### src/rtl/multi_strobe_gen_pkg.sv
// Shared types and constants for the multi-channel sampling-strobe generator.
package multi_strobe_gen_pkg;

    typedef enum logic [1:0] {
        IDLE      = 2'd0,
        RUN_CONT  = 2'd1,
        RUN_BURST = 2'd2
    } state_t;

    localparam int   MIN_PERIOD = 2;
    localparam logic MODE_CONT  = 1'b0;
    localparam logic MODE_BURST = 1'b1;

endpackage

### src/rtl/multi_strobe_gen_phase_cmp.sv
// One strobe channel: registered one-shot when the shared counter hits this channel's phase.
module strobe_phase_cmp
    import multi_strobe_gen_pkg::*;
#(
    parameter int CNT_W = 16
) (
    input  logic             clk,
    input  logic             reset_n,
    input  logic             run,
    input  logic [CNT_W-1:0] cnt,
    input  logic [CNT_W-1:0] phase,
    output logic             strb
);

    always_ff @(posedge clk or negedge reset_n) begin
        if (!reset_n) strb <= 1'b0;
        else          strb <= run && (cnt == phase);
    end

endmodule

### src/rtl/multi_strobe_gen.sv
// Shared period counter driving NUM_CH phase-offset strobes, continuous or burst mode.
// Optional SYNC_IN_EN adds a sync_in port that forces a counter wrap while running.
module multi_strobe_gen
    import multi_strobe_gen_pkg::*;
#(
    parameter int NUM_CH         = 4,
    parameter int CNT_W          = 16,
    parameter int BURST_W        = 8,
    parameter int DEFAULT_PERIOD = 5000
) (
    input  logic                    clk,
    input  logic                    reset_n,
    input  logic                    enable,
    input  logic                    mode,
    input  logic                    start,
    input  logic [BURST_W-1:0]      burst_len,
    input  logic [CNT_W-1:0]        period,
    input  logic                    period_load,
    input  logic [NUM_CH*CNT_W-1:0] phase,
`ifdef SYNC_IN_EN
    input  logic                    sync_in,
`endif
    output logic [NUM_CH-1:0]       strb,
    output logic                    busy,
    output logic                    done,
    output logic                    period_err
);

    localparam logic [CNT_W-1:0]   MIN_P  = CNT_W'(MIN_PERIOD);
    localparam logic [CNT_W-1:0]   DEF_P  = CNT_W'(DEFAULT_PERIOD);
    localparam logic [BURST_W-1:0] LAST_B = BURST_W'(1);

    state_t             state, state_nx;
    logic [CNT_W-1:0]   cnt;
    logic [CNT_W-1:0]   active_period;
    logic [CNT_W-1:0]   shadow_period;
    logic               shadow_valid;
    logic [BURST_W-1:0] burst_cnt;
    logic               done_nx;

    logic running, sync_hit, wrap, period_ok, load_ok, strb_run;

    assign running   = (state != IDLE);
`ifdef SYNC_IN_EN
    assign sync_hit  = running && sync_in;
`else
    assign sync_hit  = 1'b0;
`endif
    assign wrap      = running && ((cnt == active_period - 1'b1) || sync_hit);
    assign period_ok = (period >= MIN_P);
    assign load_ok   = period_load && period_ok;
    // The edge that stops a continuous run must not launch a strobe.
    assign strb_run  = (state == RUN_BURST) || (state == RUN_CONT && enable);

    always_comb begin
        state_nx = state;
        done_nx  = 1'b0;
        case (state)
            IDLE: begin
                if (mode == MODE_CONT && enable)
                    state_nx = RUN_CONT;
                else if (mode == MODE_BURST && start && burst_len != '0)
                    state_nx = RUN_BURST;
            end
            RUN_CONT: begin
                if (!enable) state_nx = IDLE;
            end
            RUN_BURST: begin
                if (wrap && burst_cnt == LAST_B) begin
                    state_nx = IDLE;
                    done_nx  = 1'b1;
                end
            end
            default: state_nx = IDLE;
        endcase
    end

    always_ff @(posedge clk or negedge reset_n) begin
        if (!reset_n) begin
            state      <= IDLE;
            busy       <= 1'b0;
            done       <= 1'b0;
            period_err <= 1'b0;
            cnt        <= '0;
            burst_cnt  <= '0;
        end else begin
            state      <= state_nx;
            busy       <= (state_nx != IDLE);
            done       <= done_nx;
            period_err <= period_load && !period_ok;

            if (state == IDLE || state_nx == IDLE || wrap) cnt <= '0;
            else                                           cnt <= cnt + 1'b1;

            if (state == IDLE && state_nx == RUN_BURST) burst_cnt <= burst_len;
            else if (state == RUN_BURST && wrap)        burst_cnt <= burst_cnt - 1'b1;
        end
    end

    // A shadow still pending when a run stops is applied on the first IDLE cycle.
    always_ff @(posedge clk or negedge reset_n) begin
        if (!reset_n) begin
            active_period <= DEF_P;
            shadow_period <= DEF_P;
            shadow_valid  <= 1'b0;
        end else if (state == IDLE) begin
            if (load_ok) begin
                active_period <= period;
                shadow_valid  <= 1'b0;
            end else if (shadow_valid) begin
                active_period <= shadow_period;
                shadow_valid  <= 1'b0;
            end
        end else begin
            if (wrap && shadow_valid) begin
                active_period <= shadow_period;
                shadow_valid  <= 1'b0;
            end
            if (load_ok) begin
                shadow_period <= period;
                shadow_valid  <= 1'b1;
            end
        end
    end

    for (genvar i = 0; i < NUM_CH; i++) begin : g_ch
        strobe_phase_cmp #(.CNT_W(CNT_W)) u_cmp (
            .clk     (clk),
            .reset_n (reset_n),
            .run     (strb_run),
            .cnt     (cnt),
            .phase   (phase[i*CNT_W +: CNT_W]),
            .strb    (strb[i])
        );
    end

endmodule
### config.mk
export PLATFORM = sky130hd
export DESIGN_NAME = multi_strobe_gen
export DESIGN_NICKNAME = d
export VERILOG_FILES = /design/src/rtl/multi_strobe_gen_pkg.sv /design/src/rtl/multi_strobe_gen_phase_cmp.sv /design/src/rtl/multi_strobe_gen.sv
export SDC_FILE = /design/constraint.sdc
export NUM_CORES = 1
export LEC_CHECK = 0
export ABC_AREA = 1
export BUFFER_PORTS_ARGS = -buffer_cell sky130_fd_sc_hd__buf_2
export CAP_MARGIN = 20
export CORE_MARGIN = 3
export CORE_UTILIZATION = 40
export DETAILED_ROUTE_END_ITERATION = 10
export HOLD_SLACK_MARGIN = 0.08
export SYNTH_ARGS = -nofsm -noshare
export SYNTH_HDL_FRONTEND = slang
export SYNTH_SLANG_ARGS = --single-unit
export TNS_END_PERCENT = 1
### constraint.sdc
create_clock -name clk -period 6.57 [get_ports clk]
set_input_delay 0 -clock clk [delete_from_list [all_inputs] [get_ports clk]]
set_output_delay 0 -clock clk [all_outputs]
set_load 0.005 [all_outputs]
# Word level (Yosys, flattened, before mapping)

Cells that the tools add are included.

Bitwise gates (word level): 2
$add $sub $neg: 3
Reduce and logical (&&, ||, !) cells: 29
Equality and inequality tests: 10
Multiplexer cells: 17
$lt $le $gt $ge: 1

Operators with widths:

| kind                    | count |
|---|---|
| $eq A16 B16 Y1          | 5 |
| $mux W16                | 5 |
| $add A16 B1 Y16 const B | 1 |
| $ge A16 B2 Y1 const B   | 1 |
| $mux W8                 | 2 |
| $sub A16 B1 Y16 const B | 1 |
| $logic_and A1 B1 Y1     | 15 |
| $eq A8 B1 Y1 const B    | 1 |
| $mux W2                 | 4 |
| $reduce_bool A2 Y1      | 4 |
| $reduce_bool A8 Y1      | 1 |
| $sub A8 B1 Y8 const B   | 1 |
| $pmux W2 S3             | 1 |
| $mux W1                 | 5 |
| $eq A2 B2 Y1 const B    | 2 |
| $logic_not A2 Y1        | 2 |
| $reduce_and A2 Y1       | 2 |
| $logic_or A1 B1 Y1      | 3 |
| $ne A3 B3 Y1 const B    | 1 |
| $reduce_bool A3 Y1      | 1 |
| $eq A2 B1 Y1 const B    | 1 |
| $not A1 Y1              | 2 |
| $logic_not A1 Y1        | 1 |

Word-level logic and storage cells: 75
Output and inout bits: 7
Flip-flop bits (word level): 66
Input bits: 94

# Longest topological paths before layout

Word-level depth: 10
Gate-level depth with buffers: 18
Mapped depth without buffers: 17

# By module

A second synthesis with hierarchy kept.

Cells, all modules: 803
Area, all modules: 5127.4 um^2

By module, submodules not included:

| module           | sequential area each (um^2) | cells each | instances | area each (um^2) |
|---|---|---|---|---|
| multi_strobe_gen | 1564.0                      | 523        | 1         | 3861.2 |
| strobe_phase_cmp | 25.0                        | 70         | 4         | 316.6 |

# Worst setup path before layout

Ideal clock, no wire load.

Kind: flip-flop to flip-flop
Start point: register active_period[0]
End point: register cnt[12]
Setup time: 0.124 ns
Arrival: 1.998 ns
Path slack: 4.447 ns
Cell stages (with the launch flop): 19
Data required time: 6.446 ns
Period minus slack after synthesis: 2.123 ns
Path buffers: 1
Path through: dfrtp_1 inv_2 ha_1 inv_1 nand2_1 nand2_1 nand2_1 nand2_1 nor2_1 nand2_1 nor2_2 nand3_2 nor2_4 nand3_2 nand2_2 nand3_4 nand2_4 buf_12 nor2_4

Word-level cells in the longest chain between the ends: 10

RTL lines:

| what                     | line                    | source |
|---|---|---|
| start: declaration       | multi_strobe_gen.sv:35  | `logic [CNT_W-1:0] active_period;` |
| start signal: assignment | multi_strobe_gen.sv:108 | `active_period <= period;` |
| start signal: assignment | multi_strobe_gen.sv:111 | `active_period <= shadow_period;` |
| start signal: assignment | multi_strobe_gen.sv:116 | `active_period <= shadow_period;` |
| $sub A16 B1 Y16 (*)      | multi_strobe_gen.sv:49  | `assign wrap = running && ((cnt == active_period - 1'b1) \|\| sync_hit);` |
| $eq A16 B16 Y1 (*)       | multi_strobe_gen.sv:49  |  |
| $logic_and A1 B1 Y1 (*)  | multi_strobe_gen.sv:49  |  |
| $logic_and A1 B1 Y1      | multi_strobe_gen.sv:69  | `if (wrap && burst_cnt == LAST_B) begin` |
| $mux W2                  | multi_strobe_gen.sv:69  |  |
| $pmux W2 S3              | multi_strobe_gen.sv:58  | `case (state)` |
| $logic_not A2 Y1         | multi_strobe_gen.sv:92  | `if (state == IDLE \|\| state_nx == IDLE \|\| wrap) cnt <= '0;` |
| $logic_or A1 B1 Y1       | multi_strobe_gen.sv:92  |  |
| $logic_or A1 B1 Y1 (*)   | multi_strobe_gen.sv:92  |  |
| $mux W16 (*)             | multi_strobe_gen.sv:92  |  |
| end signal: assignment   | multi_strobe_gen.sv:93  | `else cnt <= cnt + 1'b1;` |
| end: declaration         | multi_strobe_gen.sv:34  | `logic [CNT_W-1:0] cnt;` |

Mark *: on every way between the ends. The rest lies on a longest branch, timed or not.
A chain may end at the register's enable or synchronous reset.

# Worst setup path in the final report

Start point: register cnt[15]
End point: register g_ch[2].u_cmp.strb

Word-level cells in the longest chain between the ends: 2

RTL lines:

| what                   | line                             | source |
|---|---|---|
| $eq A16 B16 Y1         | multi_strobe_gen_phase_cmp.sv:17 | `else strb <= run && (cnt == phase);` |
| $logic_and A1 B1 Y1    | multi_strobe_gen_phase_cmp.sv:17 |  |
| end signal: assignment | multi_strobe_gen_phase_cmp.sv:17 |  |
| end: declaration       | multi_strobe_gen_phase_cmp.sv:12 | `output logic strb` |

No other way between the ends.

==> results.ini <==
[floorplan]
std_cell_rows=39
die_w_microns=116
die_y_microns=116
initial_core_util_pct=41.5
io_pins=101
die_area_sq_mm=0.0134
core_area_sq_mm=0.0116

[synth]
yosysUniqueCellTypes=40
syn_avg_cell_area_sq_um=7.56
synthCells=637
yosysSeqAreaShare_pct=34.6
synth_edf_count=0
synth_fp_nets=735
synth_area_sq_mm=0.00481
ys_async_sr_fraction_pct=100
ys_warn_count=0
synth_ff_type=dfrtp_1
synth-seq-cells=66

[route]
wirelength_microns=12900
via_count=4575
first_pass_iters=4
ant_nets=0
viasPerCell=5.04
drc=0
routedWlPerCell_microns=14.2
dr.first_iter.drc_count=294

[placement]
port_buffers=100
dpl.hpwl_microns=9620
placedCellCount=848
pre_cts_ws_ns=3.57
post_dp_cell_area_sq_mm=0.00533
routabilityCongestion=0.968

[timing]
fin_worst_hold_slack_ns=0.0928
maxSlewViolCount=0
fin_tns_setup_ns=0
worstMarginPinSlew_ns=0.913
max_freq_ghz=0.334
worst_slack_ns=3.58
layout_min_cycle_time_ns=2.99
min_period_over_period_pct=45.6
clock_skew_ns=0.00687
finalSetupViolCount=0
relSlewSlack_pct=39.0
rsz0062_at_grt=no
hold_viol_final=0

[global_route]
grt_pass1_vias=4582
grt.overflow.total=0
grt_max_degree=67
antenna_found_initial=0
grtUsageTotal_pct=20.6
grt_pass1_wl_microns=21700

[worst_setup_path]
start_kind=register
endpoint_kind=register
required_ns=6.84
critPathArrivalTime_ns=3.26
critPathKind=reg2reg
path_max_fanout=6

[cts]
clk_pin_slew_ns=0.06
cts.sinks=66
cts_resized=0
cts_tree=done
ctsRootBufferMaster=clkbuf_16
clk_path_buf_depth=2
clock_latency_ns=0.33
numCtsBuffers=9
htreeDepth=3

[worst_hold_path]
hp-class=in2reg

[cells_and_area]
final_area_sq_mm=0.00607
drive_above_1_share_pct=23.2
syn_to_final_growth_pct=26.1
fin_cells=907
final_nets=856

[power]
p_leak_nw=3.01
worst_ir_drop_vdd_mv=0.139
powerDensity_mw_per_mm2=173

[flow_run]
cap_violations=0

[outcome]
outcome=completed

metrics by stage:
step	util, %	total power [W]
2_1_floorplan	-	0.000462
6_report	52.3	0.00105
3_5_place_dp	45.9	0.000512
4_1_cts	52.2	0.00106
3_3_place_gp	45.9	0.000510
5_1_grt	52.3	0.00110
repair_timing:
action                    in CTS  in global routing
hold endpoints to repair      96                  0
buffers inserted               0                  0
hold buffers                  41                  0
layout make-up:
class,instances,area (sq um)
fill,1099,5540
multi-input combinational,471,2720
sequential,66,1660
timing repair buffer,143,923
inverter,67,251
clock buffer,11,243
tap,143,179
clock inverter,5,86.3
antenna,1,2.50
cells in the mapped netlist (3+ instances only):
cell type / number / share of area, %
nand2_1: 156 / 12
inv_1: 61 / 4.8
dfrtp_1: 56 / 29
o21ai_0: 51 / 5.3
nor2_1: 46 / 3.6
xor2_1: 46 / 8.4
nand3_1: 41 / 4.3
nor2_4: 17 / 4.0
xnor2_1: 17 / 3.1
buf_2: 14 / 1.5
nor4_1: 13 / 1.7
clkbuf_1: 11 / 0.86
a221oi_1: 10 / 1.8
dfstp_2: 10 / 5.5
nand4_1: 10 / 1.3
o22ai_1: 10 / 1.3
or2_2: 8 / 1.0
o211ai_1: 6 / 0.94
buf_4: 5 / 0.78
inv_2: 5 / 0.39
nor2_2: 5 / 0.65
ha_1: 4 / 1.0
nand3_2: 4 / 0.83
nor3_1: 4 / 0.42
and2_1: 3 / 0.39
nand2_2: 3 / 0.39
nand2_4: 3 / 0.70
power breakdown:
group | leakage, nW | switching, W | internal, W
registers | 0.796 | 0.00000475 | 0.000418
logic | 2.05 | 0.0000464 | 0.0000521
clock network | 0.160 | 0.000183 | 0.000345
total | 3.01 | 0.000234 | 0.000815
placed cells by master (no fill, tap or decap), drive strengths merged, types with 2 or more instances in the layout:
cell type and instances:
nand2 162, buf 102, nor2 69, inv 67
dfrtp 56, o21ai 53, xor2 47, nand3 47
dlygate4sd3 41, xnor2 17, nor4 13, clkbuf 11
nand4 10, o22ai 10, a221oi 10, dfstp 10
or2 8, o211ai 6, nor3 4, ha 4
and2 3, clkinv 3, nand3b 2, a22o 2
bufinv 2
critical path: stages (launching register included):
cell,delay [ns]
dfrtp_1,0.54
inv_1,0.14
nand2_1,0.08
o21ai_0,0.08
a221oi_1,0.21
dlygate4sd3_1,0.59
nand3_1,0.07
dlygate4sd3_1,0.58
nor2_1,0.09
dlygate4sd3_1,0.55
sequential cells by signal (all words and copies together), names as in the netlist:
name and flops:
shadow_valid 1, cnt 16, burst_cnt 8, g_ch.u_cmp.strb 4, active_period 16, shadow_period 16
period_err 1, state 2, done 1, busy 1
cell families after synthesis:
kind of cell             synth area share [%]
buffers and inverters                    8.89
adder cells (fa/ha/maj)                  1.04
AND/OR/NAND/NOR                          33.0
XOR/XNOR                                 12.3
AO/OA/AOI/OAI                            10.3
flip-flops                               34.6
metal layers:
metal | up-vias | routed length (microns) | track usage, %
met1 | 2120 | 5820 | 26.3
met2 | 128 | 6100 | 34.0
met4 | 0 | 391 | 9.82
met5 | - | 0 | 0
met3 | 25 | 606 | 3.29
li1 | 2302 | - | -
worst paths after layout:
path                       cells past startpoint        startpoint                  to  slack (ns)
setup reg to reg                               9           cnt[15]  g_ch[2].u_cmp.strb        3.58
hold / removal                                 5         phase[12]  g_ch[0].u_cmp.strb        0.09
setup / recovery                               9           cnt[15]  g_ch[2].u_cmp.strb        3.58
max in group asynchronous                      3           reset_n              cnt[6]        5.61
min in group asynchronous                      3           reset_n        burst_cnt[0]        0.40
hold reg to reg                                2  shadow_period[1]    shadow_period[1]        0.49
No activity file was read; power rests on OpenSTA's default activity.
